`src/rtl/pipeline_param_core_if.sv`:
```
// Instruction, stall, debug and retirement signals of pipeline_param_core.
// The core connects through the slave modport; the driving side uses master.
interface pipeline_param_core_if #(
  parameter int DW    = 8,
  parameter int NREG  = 4,
  parameter int CNT_W = 16
);
  localparam int RW = $clog2(NREG);
  localparam int IW = 3 + 3 * RW;

  logic [IW-1:0]     inst;
  logic              inst_valid;
  logic              inst_ready;
  logic              stallex;
  logic              stallwb;
  logic [RW-1:0]     dbg_addr;
  logic [DW-1:0]     dbg_data;
  logic              retire_valid;
  logic [RW-1:0]     retire_rd;
  logic              retire_wen;
  logic [DW-1:0]     retire_val;
  logic [CNT_W-1:0]  retire_cnt;
  logic [2*NREG-1:0] scb_flat;

  modport master (
    output inst, inst_valid, stallex, stallwb, dbg_addr,
    input  inst_ready, dbg_data, retire_valid, retire_rd, retire_wen,
           retire_val, retire_cnt, scb_flat
  );

  modport slave (
    input  inst, inst_valid, stallex, stallwb, dbg_addr,
    output inst_ready, dbg_data, retire_valid, retire_rd, retire_wen,
           retire_val, retire_cnt, scb_flat
  );
endinterface

```
`src/rtl/pipeline_param_core.sv`:
```
// Three-stage (ID -> EX -> WB) register-file core with a per-register
// scoreboard. Operands are resolved when an instruction is accepted in ID,
// either by forwarding (FWD=1) or by interlocking until no write is pending
// (FWD=0). SET carries its immediate in the rs1/rs2 fields.
module pipeline_param_core #(
  parameter int DW    = 8,
  parameter int NREG  = 4,
  parameter int FWD   = 1,
  parameter int CNT_W = 16
) (
  input  logic                  clk,
  input  logic                  rst,
  pipeline_param_core_if.slave  bus
);
  localparam int RW = $clog2(NREG);
  localparam int IW = 3 + 3 * RW;

  localparam logic [2:0] OP_ADD  = 3'b001;
  localparam logic [2:0] OP_SET  = 3'b010;
  localparam logic [2:0] OP_NAND = 3'b011;
  localparam logic [2:0] OP_SUB  = 3'b100;
  localparam logic [2:0] OP_XOR  = 3'b101;

  logic [2:0]       id_op;
  logic [RW-1:0]    id_rs1, id_rs2, id_rd;
  logic             id_wen, id_uses_src;
  logic [DW-1:0]    id_opa, id_opb;
  logic             hazard;
  logic             ex_ready, ex_go, wb_go, id_go;

  logic             id_ex_valid_q;
  logic [2:0]       id_ex_op_q;
  logic [DW-1:0]    id_ex_a_q, id_ex_b_q;
  logic [RW-1:0]    id_ex_rd_q;
  logic             id_ex_wen_q;
  logic [DW-1:0]    ex_res;

  logic             ex_wb_valid_q;
  logic [RW-1:0]    ex_wb_rd_q;
  logic             ex_wb_wen_q;
  logic [DW-1:0]    ex_wb_val_q;

  logic [DW-1:0]    rf_q [NREG];
  logic [NREG-1:0]  scb_ex_q, scb_ex_d;
  logic [NREG-1:0]  scb_wb_q, scb_wb_d;
  logic [CNT_W-1:0] retire_cnt_q, retire_cnt_d;

  assign id_op  = bus.inst[IW-1 -: 3];
  assign id_rs1 = bus.inst[3*RW-1 -: RW];
  assign id_rs2 = bus.inst[2*RW-1 -: RW];
  assign id_rd  = bus.inst[RW-1:0];

  // Decode write enable and whether register sources are actually read.
  always_comb begin
    id_wen      = id_op inside {OP_ADD, OP_SET, OP_NAND, OP_SUB, OP_XOR};
    id_uses_src = id_op inside {OP_ADD, OP_NAND, OP_SUB, OP_XOR};
  end

  // Operand resolution: the EX-stage writer is newer than the WB-stage one,
  // so it is applied last and wins. SET replaces operand A with its immediate.
  always_comb begin
    id_opa = rf_q[id_rs1];
    id_opb = rf_q[id_rs2];
    if (scb_wb_q[id_rs1]) id_opa = ex_wb_val_q;
    if (scb_wb_q[id_rs2]) id_opb = ex_wb_val_q;
    if (scb_ex_q[id_rs1]) id_opa = ex_res;
    if (scb_ex_q[id_rs2]) id_opb = ex_res;
    if (id_op == OP_SET)  id_opa = DW'({id_rs1, id_rs2});
  end

  // Interlock only exists in the non-forwarding build.
  always_comb begin
    hazard = 1'b0;
    if (FWD == 0 && id_uses_src &&
        (scb_ex_q[id_rs1] || scb_wb_q[id_rs1] ||
         scb_ex_q[id_rs2] || scb_wb_q[id_rs2]))
      hazard = 1'b1;
  end

  assign ex_ready       = !bus.stallex && (!ex_wb_valid_q || !bus.stallwb);
  assign wb_go          = ex_wb_valid_q && !bus.stallwb;
  assign ex_go          = id_ex_valid_q && ex_ready;
  assign bus.inst_ready = !rst && (!id_ex_valid_q || ex_ready) && !hazard;
  assign id_go          = bus.inst_valid && bus.inst_ready;

  // EX-stage ALU.
  always_comb begin
    ex_res = '0;
    case (id_ex_op_q)
      OP_ADD:  ex_res = id_ex_a_q + id_ex_b_q;
      OP_SET:  ex_res = id_ex_a_q;
      OP_NAND: ex_res = ~(id_ex_a_q & id_ex_b_q);
      OP_SUB:  ex_res = id_ex_a_q - id_ex_b_q;
      OP_XOR:  ex_res = id_ex_a_q ^ id_ex_b_q;
      default: ex_res = '0;
    endcase
  end

  // Scoreboard next state: bit1 tracks the EX-stage writer, bit0 the WB one.
  always_comb begin
    scb_ex_d = scb_ex_q;
    scb_wb_d = scb_wb_q;
    for (int i = 0; i < NREG; i++) begin
      if (id_go)      scb_ex_d[i] = id_wen && (id_rd == RW'(i));
      else if (ex_go) scb_ex_d[i] = 1'b0;
      if (ex_go)      scb_wb_d[i] = id_ex_wen_q && (id_ex_rd_q == RW'(i));
      else if (wb_go) scb_wb_d[i] = 1'b0;
    end
  end

  assign retire_cnt_d = wb_go ? retire_cnt_q + CNT_W'(1) : retire_cnt_q;

  // ID/EX stage register.
  always_ff @(posedge clk or posedge rst) begin
    if (rst) begin
      id_ex_valid_q <= 1'b0;
      id_ex_op_q    <= '0;
      id_ex_a_q     <= '0;
      id_ex_b_q     <= '0;
      id_ex_rd_q    <= '0;
      id_ex_wen_q   <= 1'b0;
    end else if (id_go) begin
      id_ex_valid_q <= 1'b1;
      id_ex_op_q    <= id_op;
      id_ex_a_q     <= id_opa;
      id_ex_b_q     <= id_opb;
      id_ex_rd_q    <= id_rd;
      id_ex_wen_q   <= id_wen;
    end else if (ex_go) begin
      id_ex_valid_q <= 1'b0;
    end
  end

  // EX/WB stage register.
  always_ff @(posedge clk or posedge rst) begin
    if (rst) begin
      ex_wb_valid_q <= 1'b0;
      ex_wb_rd_q    <= '0;
      ex_wb_wen_q   <= 1'b0;
      ex_wb_val_q   <= '0;
    end else if (ex_go) begin
      ex_wb_valid_q <= 1'b1;
      ex_wb_rd_q    <= id_ex_rd_q;
      ex_wb_wen_q   <= id_ex_wen_q;
      ex_wb_val_q   <= ex_res;
    end else if (wb_go) begin
      ex_wb_valid_q <= 1'b0;
    end
  end

  // Register file write-back.
  always_ff @(posedge clk or posedge rst) begin
    if (rst) begin
      for (int i = 0; i < NREG; i++) rf_q[i] <= '0;
    end else if (wb_go && ex_wb_wen_q) begin
      rf_q[ex_wb_rd_q] <= ex_wb_val_q;
    end
  end

  // Scoreboard and retire counter.
  always_ff @(posedge clk or posedge rst) begin
    if (rst) begin
      scb_ex_q     <= '0;
      scb_wb_q     <= '0;
      retire_cnt_q <= '0;
    end else begin
      scb_ex_q     <= scb_ex_d;
      scb_wb_q     <= scb_wb_d;
      retire_cnt_q <= retire_cnt_d;
    end
  end

  // Flatten scoreboard as {bit1, bit0} per register.
  always_comb begin
    bus.scb_flat = '0;
    for (int i = 0; i < NREG; i++) begin
      bus.scb_flat[2*i+1] = scb_ex_q[i];
      bus.scb_flat[2*i]   = scb_wb_q[i];
    end
  end

  assign bus.dbg_data     = rf_q[bus.dbg_addr];
  assign bus.retire_valid = wb_go;
  assign bus.retire_rd    = ex_wb_rd_q;
  assign bus.retire_wen   = ex_wb_wen_q;
  assign bus.retire_val   = ex_wb_val_q;
  assign bus.retire_cnt   = retire_cnt_q;
endmodule

```
`src/flat_wrapper.sv`:
```
// flat-port wrapper written by rule: the top's interface ports become plain ports
module pipeline_param_core_flat 
#(
  parameter int DW    = 8,
  parameter int NREG  = 4,
  parameter int FWD   = 1,
  parameter int CNT_W = 16
)
  (clk, rst, bus_inst, bus_inst_valid, bus_stallex, bus_stallwb, bus_dbg_addr, bus_inst_ready, bus_dbg_data, bus_retire_valid, bus_retire_rd, bus_retire_wen, bus_retire_val, bus_retire_cnt, bus_scb_flat);
  pipeline_param_core_if #(.DW(DW), .NREG(NREG), .CNT_W(CNT_W)) bus_i ();
  input  logic clk;
  input  logic rst;
  input wire logic [$bits(bus_i.inst)-1:0] bus_inst;
  input wire logic [$bits(bus_i.inst_valid)-1:0] bus_inst_valid;
  input wire logic [$bits(bus_i.stallex)-1:0] bus_stallex;
  input wire logic [$bits(bus_i.stallwb)-1:0] bus_stallwb;
  input wire logic [$bits(bus_i.dbg_addr)-1:0] bus_dbg_addr;
  output wire logic [$bits(bus_i.inst_ready)-1:0] bus_inst_ready;
  output wire logic [$bits(bus_i.dbg_data)-1:0] bus_dbg_data;
  output wire logic [$bits(bus_i.retire_valid)-1:0] bus_retire_valid;
  output wire logic [$bits(bus_i.retire_rd)-1:0] bus_retire_rd;
  output wire logic [$bits(bus_i.retire_wen)-1:0] bus_retire_wen;
  output wire logic [$bits(bus_i.retire_val)-1:0] bus_retire_val;
  output wire logic [$bits(bus_i.retire_cnt)-1:0] bus_retire_cnt;
  output wire logic [$bits(bus_i.scb_flat)-1:0] bus_scb_flat;
  assign bus_i.inst = bus_inst;
  assign bus_i.inst_valid = bus_inst_valid;
  assign bus_i.stallex = bus_stallex;
  assign bus_i.stallwb = bus_stallwb;
  assign bus_i.dbg_addr = bus_dbg_addr;
  assign bus_inst_ready = bus_i.inst_ready;
  assign bus_dbg_data = bus_i.dbg_data;
  assign bus_retire_valid = bus_i.retire_valid;
  assign bus_retire_rd = bus_i.retire_rd;
  assign bus_retire_wen = bus_i.retire_wen;
  assign bus_retire_val = bus_i.retire_val;
  assign bus_retire_cnt = bus_i.retire_cnt;
  assign bus_scb_flat = bus_i.scb_flat;
  pipeline_param_core #(.DW(DW), .NREG(NREG), .FWD(FWD), .CNT_W(CNT_W)) u_core (.clk(clk), .rst(rst), .bus(bus_i));
endmodule
```
`config.mk`:
```
export PLATFORM = sky130hd
export DESIGN_NAME = pipeline_param_core_flat
export DESIGN_NICKNAME = d
export VERILOG_FILES = /design/src/rtl/pipeline_param_core_if.sv /design/src/rtl/pipeline_param_core.sv /design/src/flat_wrapper.sv
export SDC_FILE = /design/constraint.sdc
export NUM_CORES = 1
export LEC_CHECK = 0
export CAP_MARGIN = 20
export CORE_MARGIN = 2
export CORE_UTILIZATION = 57
export CTS_CLUSTER_DIAMETER = 30
export CTS_CLUSTER_SIZE = 16
export DETAILED_ROUTE_END_ITERATION = 10
export GPL_TIMING_DRIVEN = 0
export PLACE_DENSITY = 0.81
export SYNTH_ARGS = -nofsm -noshare
export SYNTH_HDL_FRONTEND = slang
export SYNTH_SLANG_ARGS = --single-unit
```
`constraint.sdc`:
```
create_clock -name clk -period 3.9 [get_ports clk]
set_clock_uncertainty 0.2 [all_clocks]
set_input_delay 0.585 -clock clk [delete_from_list [all_inputs] [get_ports clk]]
set_output_delay 0.585 -clock clk [all_outputs]
set_load 0.02 [all_outputs]
```
==> results.cfg, run 1 <==
[run_status]
status = completed

[worst_setup_path]
cp_slowest_stage_delay_ps = 630
cpMostUsedCell = mux2_2
worstPathRequired_ps = 3950
criticalPathCategory = reg2reg
cp-start-kind = flop
slowest_stage = nor3b_1
crit_fanout = 8
cp_num_buf_inv = 1
crit_chain = buf_2, nor3b_1, mux2_2, fa_1, nand2b_1, a21o_1, a211oi_1, o21ai_0, mux2_2
crit_arrival_ps = 3610
crit_path_end_kind = flop
critical_path.top_delay_family = simple AND/OR/NAND/NOR gates

[global_routing]
overflow = 0
grt_pass1_wl_mm = 22.13
grt_pass1_vias = 4425
antenna_found_initial = 0
globalRouteTotalUtil = 0.2744
grt_max_degree = 40

[min_path]
hold_class = reg2reg

[floorplanning]
ios = 61
dieArea_um2 = 10570
rows = 36
coreArea_um2 = 9639
start_util = 0.5771
die_y_um = 102.8
die_w_um = 102.8

[clock_network]
post_cts_buffers = 0
htreeDepth = 3
clk_path_buf_depth = 2
cts_buffers = 9
cts_root_buf = clkbuf_8
clk_pin_slew_ps = 100
cts.sinks = 91
cts_tree = yes
clk_latency_ps = 370
ctsHoldBuffers = 0
ctsResizeCount = 0

[placed_design]
portBuffers = 58
place_ws_ps = 381.9
gp_congestion = 0.8789
dp_hpwl_mm = 10.31
dp.cells = 712

[sta]
drv_slew = 0
period_minus_slack_ps = 3569
relSlewSlack = 0.4879
whs_ps = 281.2
timing.final.hold_violations = 0
finalWorstSetupSlack_ps = 331.4
fmax_mhz = 280.2
period_share = 0.9150
rsz0062_at_grt = no
worstMarginPinSlew_ps = 764.8
setup_viol = 0

[route]
post_drt_wl_per_cell_um = 18.89
via_per_inst = 6.021
drt_wl_total_mm = 13.75
drc = 0
vias = 4383
firstDrtPassIters = 5
drt_iter0_drc = 305
ant_nets = 0

[pwr]
ir_drop_v = 0.0003372
pwr_density_cell_nw_per_um2 = 693.1
p_leak_nw = 2.886
total_power_mw = 4.559

[final_layout]
drive_above_1_share = 0.1714
n_fill_cell = 738
finalCoreUtilization = 0.6824
multiInputGateArea_um2 = 3093
nets = 624
seqCellArea_um2 = 2277
syn2layout_area_growth_pct = 18.24
diodes = 0
final_cell_count_no_fill = 728

[logic_synthesis]
yosys_warnings = 0
synth_edf_count = 0
synth-main-ff-cell = dfrtp_1
ys_ff_latch = 91
syn_area_um2 = 5563
synthArstFlopShare = 1.000
synth_cell_types = 58
postSynthAreaPerCell_um2 = 10.72
syn-instance-count = 519
syn-num-nets = 553
yosysSeqAreaShare = 0.4094

[run]
cap_violations = 0
[metal layers]
layer | up-vias | track usage | wire, um
met1 | 2154 | 0.3604 | 5776
li1 | 2032 | - | -
met5 | - | 0 | 0
met3 | 34 | 0.05288 | 790
met4 | 0 | 0.1194 | 365
met2 | 163 | 0.4485 | 6821
[cells in the final DEF, fill, tap and decap left out, drive strengths merged, types with 16 or more instances in the layout]
cell type	n
xnor2	18
inv	16
dfrtp	91
nor2	27
nand2	82
mux2i	17
ha	17
o21ai	27
mux2	40
mux4	28
clkdlybuf4s50	58
clkbuf	24
a21oi	21
[state kept, by name (all words and copies together) (netlist names), 3 cells and up]
register / flops
u_core.bus.retire_cnt: 16
u_core.id_ex_b_q: 8
u_core.id_ex_op_q: 3
u_core.id_ex_a_q: 8
u_core.bus.retire_val: 8
u_core.scb_wb_q: 4
u_core.rf_q: 32
u_core.scb_ex_q: 4
[final timing paths]
| check | startpoint | endpoint | slack, ps | cells after the start |
|---|---|---|---|---|
| setup / recovery | u_core.id_ex_op_q[2] | u_core.bus.retire_val[6] | 330 | 9 |
| hold / removal | u_core.bus.retire_cnt[15] | u_core.bus.retire_cnt[15] | 280 | 1 |
| setup reg to reg | u_core.id_ex_op_q[2] | u_core.bus.retire_val[6] | 330 | 9 |
| hold reg to reg | u_core.bus.retire_cnt[15] | u_core.bus.retire_cnt[15] | 280 | 1 |
| max in group asynchronous | rst | u_core.bus.retire_cnt[13] | 2510 | 3 |
| min in group asynchronous | rst | u_core.scb_ex_q[2] | 420 | 2 |
[layout make-up]
type | count | share of cell area
clock inverters | 6 | 0.01313
inverters | 16 | 0.009701
repair buffers | 60 | 0.09435
clock buffers | 10 | 0.02092
well taps | 133 | 0.02530
flip-flops and latches | 91 | 0.3462
plain buffers | 23 | 0.02016
multi-input cells | 389 | 0.4702
[where the power goes]
part	leakage (nW)	total [mW]	internal [mW]	switching, mW
sequential	1.21	1.57	1.21	0.358
combinational	1.56	2.27	1.07	1.20
clock	0.113	0.725	0.379	0.347
[cell usage after synthesis, types with 2 or more instances]
cell	instances	area, um2
a21o_1	3	22.52
buf_6	4	45.04
nor3_1	10	50.05
mux2_2	37	416.7
and2_1	2	12.51
and3_1	4	25.02
o31ai_1	6	45.04
a211oi_1	6	45.04
a21oi_1	21	105.1
mux2i_1	17	170.2
o22ai_1	2	12.51
buf_2	5	25.02
a32o_1	2	20.02
inv_1	15	56.30
a22o_1	4	35.03
nand3_1	9	45.04
dfrtp_1	91	2277
mux4_2	27	608.1
nor2b_1	2	12.51
o211ai_1	4	30.03
o221ai_1	3	26.28
o21ai_0	26	130.1
ha_1	17	212.7
nor4_1	2	12.51
xnor2_1	18	157.7
xor2_1	7	61.31
clkbuf_1	13	48.80
a31oi_1	2	12.51
nor3b_1	4	30.03
and2b_2	2	17.52
nor2_1	27	101.4
nand2_1	82	307.8
nand4_1	8	50.05
mux2_4	2	30.03
nand2b_1	12	75.07
[metrics by stage]
stage / area (um2) / TNS [ps]
finish: 6578 / 0
global route: 6578 / 0
CTS: 6578 / 0
detailed placement: 6354 / 0
global placement: 6314 / -18170
floorplan: 5567 / 0
[cell families after synthesis]
family | synth area share
simple gates | 0.1455
flops | 0.4094
compound gates | 0.1023
mux | 0.2269
buf+inv | 0.03464
xor+xnor | 0.03936
fa+ha+maj | 0.04183
(Power assumes the default switching activity.)
==> run 2, diff against run 1 <==
--- a/config.mk
+++ b/config.mk
@@ -6,7 +6,7 @@
 export NUM_CORES = 1
 export LEC_CHECK = 0
 export CAP_MARGIN = 20
-export CORE_MARGIN = 2
+export CORE_MARGIN = 10
 export CORE_UTILIZATION = 57
 export CTS_CLUSTER_DIAMETER = 30
 export CTS_CLUSTER_SIZE = 16
==> results.cfg, run 2 (synthesized netlist as in run 1, its figures left out) <==
[floorplanning]
die_w_um = 118.8
coreArea_um2 = 9371
ios = 61
rows = 35
die_y_um = 118.8
start_util = 0.5936
dieArea_um2 = 14110

[global_routing]
globalRouteTotalUtil = 0.2103
antenna_found_initial = 0
grt_pass1_vias = 4490
overflow = 0
grt_max_degree = 42
grt_pass1_wl_mm = 24.27

[final_layout]
final_cell_mix = 91 x dfrtp_1, 82 x nand2_1, 58 x clkdlybuf4s50_1
final_common_cell = dfrtp_1
syn2layout_area_growth_pct = 18.06
final_cell_area_um2 = 6568
drive_above_1_share = 0.1703
top_register = u_core.rf_q
nets = 624
largest_register_ff_count = 32
finalCoreUtilization = 0.7008
diodes = 0

[route]
firstDrtPassIters = 5
drt_wl_total_mm = 14.78
drc = 0
ant_nets = 0
via_per_inst = 6.194
drt_iter0_drc = 363
vias = 4472
post_drt_wl_per_cell_um = 20.47

[clock_network]
clk_path_buf_depth = 2
cts.sinks = 91
ctsResizeCount = 0
cts_buffers = 9
cts_tree = yes
ctsHoldBuffers = 0
htreeDepth = 3
clk_pin_slew_ps = 90
clk_latency_ps = 360
cts_root_buf = clkbuf_8
post_cts_buffers = 0

[pwr]
power_frac_seq = 0.340
ir_drop_v = 0.0004523
p_switching_mw = 1.936
p_int_mw = 2.653
swShare = 0.4219
p_comb_frac = 0.506
clkPwrFrac = 0.154
pwr_density_cell_nw_per_um2 = 698.7
p_leak_nw = 2.880

[worst_setup_path]
cpMostUsedCell = mux2_2
crit_fanout = 8
cp_slowest_stage_delay_ps = 460
crit_path_end_kind = flop
reg2reg_from = u_core.id_ex_op_q[2]
startpoint = u_core.id_ex_op_q[2]
crit_arrival_ps = 3550
cp-start-kind = flop
slowest_stage = fa_1
worstPathRequired_ps = 3960
criticalPathCategory = reg2reg
crit_chain = buf_2, nor3b_2, mux2_2, fa_1, nand2b_1, a21o_1, a211oi_1, o21ai_0, mux2_2

[min_path]
hold_class = reg2reg
hold_path_startpoint = u_core.bus.retire_cnt[15]

[run]
cap_violations = 0

[placed_design]
dp_hpwl_mm = 11.12
place_ws_ps = 207.4
placed_area_um2 = 6349
gp_congestion = 0.9574
portBuffers = 58

[sta]
timing.final.hold_violations = 0
period_minus_slack_ps = 3490
drv_slew = 0
worstMarginPinSlew_ps = 760.5
finalWorstSetupSlack_ps = 409.9
period_share = 0.8949
setup_viol = 0
relSlewSlack = 0.4908
fmax_mhz = 286.5
rsz0062_at_grt = no

[run_status]
status = completed
[run 2: changes by cell type in the layout (fill, tap and decap cells not counted), sizes merged]
cell    delta
inv        -1
clkinv     -1
[run 2: power groups by stage]
| stage | Combinational [mW] | Sequential, mW | Clock, mW |
|---|---|---|---|
| floorplan | 1.56 | 1.55 | 0 |
| global placement | 2.21 | 1.53 | 0 |
| detailed placement | 2.28 | 1.56 | 0 |
| CTS | 2.31 | 1.55 | 0.711 |
| global route | 2.56 | 1.61 | 0.744 |
| finish | 2.32 | 1.56 | 0.705 |
[run 2: layer usage]
| metal | track usage | wire, um |
|---|---|---|
| met1 | 0.2711 | 6155 |
| met2 | 0.3496 | 7392 |
| met3 | 0.02808 | 818 |
| met4 | 0.08397 | 412 |
| met5 | 0 | 0 |
[run 2: layout make-up]
| cell class | count | area [um2] |
|---|---|---|
| Buffer | 23 | 132.6 |
| Clock inverter | 4 | 76.32 |
| Clock buffer | 10 | 137.6 |
| Tap cell | 129 | 161.4 |
| Timing Repair Buffer | 60 | 620.6 |
| Sequential cell | 91 | 2277 |
| Fill cell | 687 | 2804 |
| Inverter | 16 | 63.81 |
| Multi-Input combinational cell | 389 | 3098 |
[run 2: final timing paths]
| kind | end | cells past startpoint | slack (ps) |
|---|---|---|---|
| max | u_core.bus.retire_val[6] | 9 | 410 |
| min | u_core.bus.retire_cnt[15] | 1 | 280 |
| max reg2reg | u_core.bus.retire_val[6] | 9 | 410 |
| min reg2reg | u_core.bus.retire_cnt[15] | 1 | 280 |
| max in group asynchronous | u_core.bus.retire_cnt[12] | 3 | 2570 |
| min in group asynchronous | u_core.id_ex_valid_q | 2 | 390 |
[run 2: worst max-delay path: cells and delay by family (launching register included)]
kind                       cells  cell delay (ps)
AOI/OAI and AO/OA              3              870
muxes                          2              740
and+or+nand+nor                2              620
adders and majority gates      1              460
DFF                            1              320
buffers and inverters          1              170
[run 2: through the flow]
step,hold WS [ps],setup TNS [ps],std cells,total power [mW]
after global routing,317.0,0,722,4.915
after global placement,258.2,-16860,706,3.744
after detailed placement,264.1,0,708,3.846
after floorplan,279.1,0,519,3.108
after CTS,280.9,0,722,4.567
final,279.8,0,722,4.589
==> run 3, diff against run 2 <==
--- a/config.mk
+++ b/config.mk
@@ -5,7 +5,6 @@
 export SDC_FILE = /design/constraint.sdc
 export NUM_CORES = 1
 export LEC_CHECK = 0
-export CAP_MARGIN = 20
 export CORE_MARGIN = 10
 export CORE_UTILIZATION = 57
 export CTS_CLUSTER_DIAMETER = 30
==> results of run 3 <==
Final layout, timing and power as in run 2 (identical DEF).
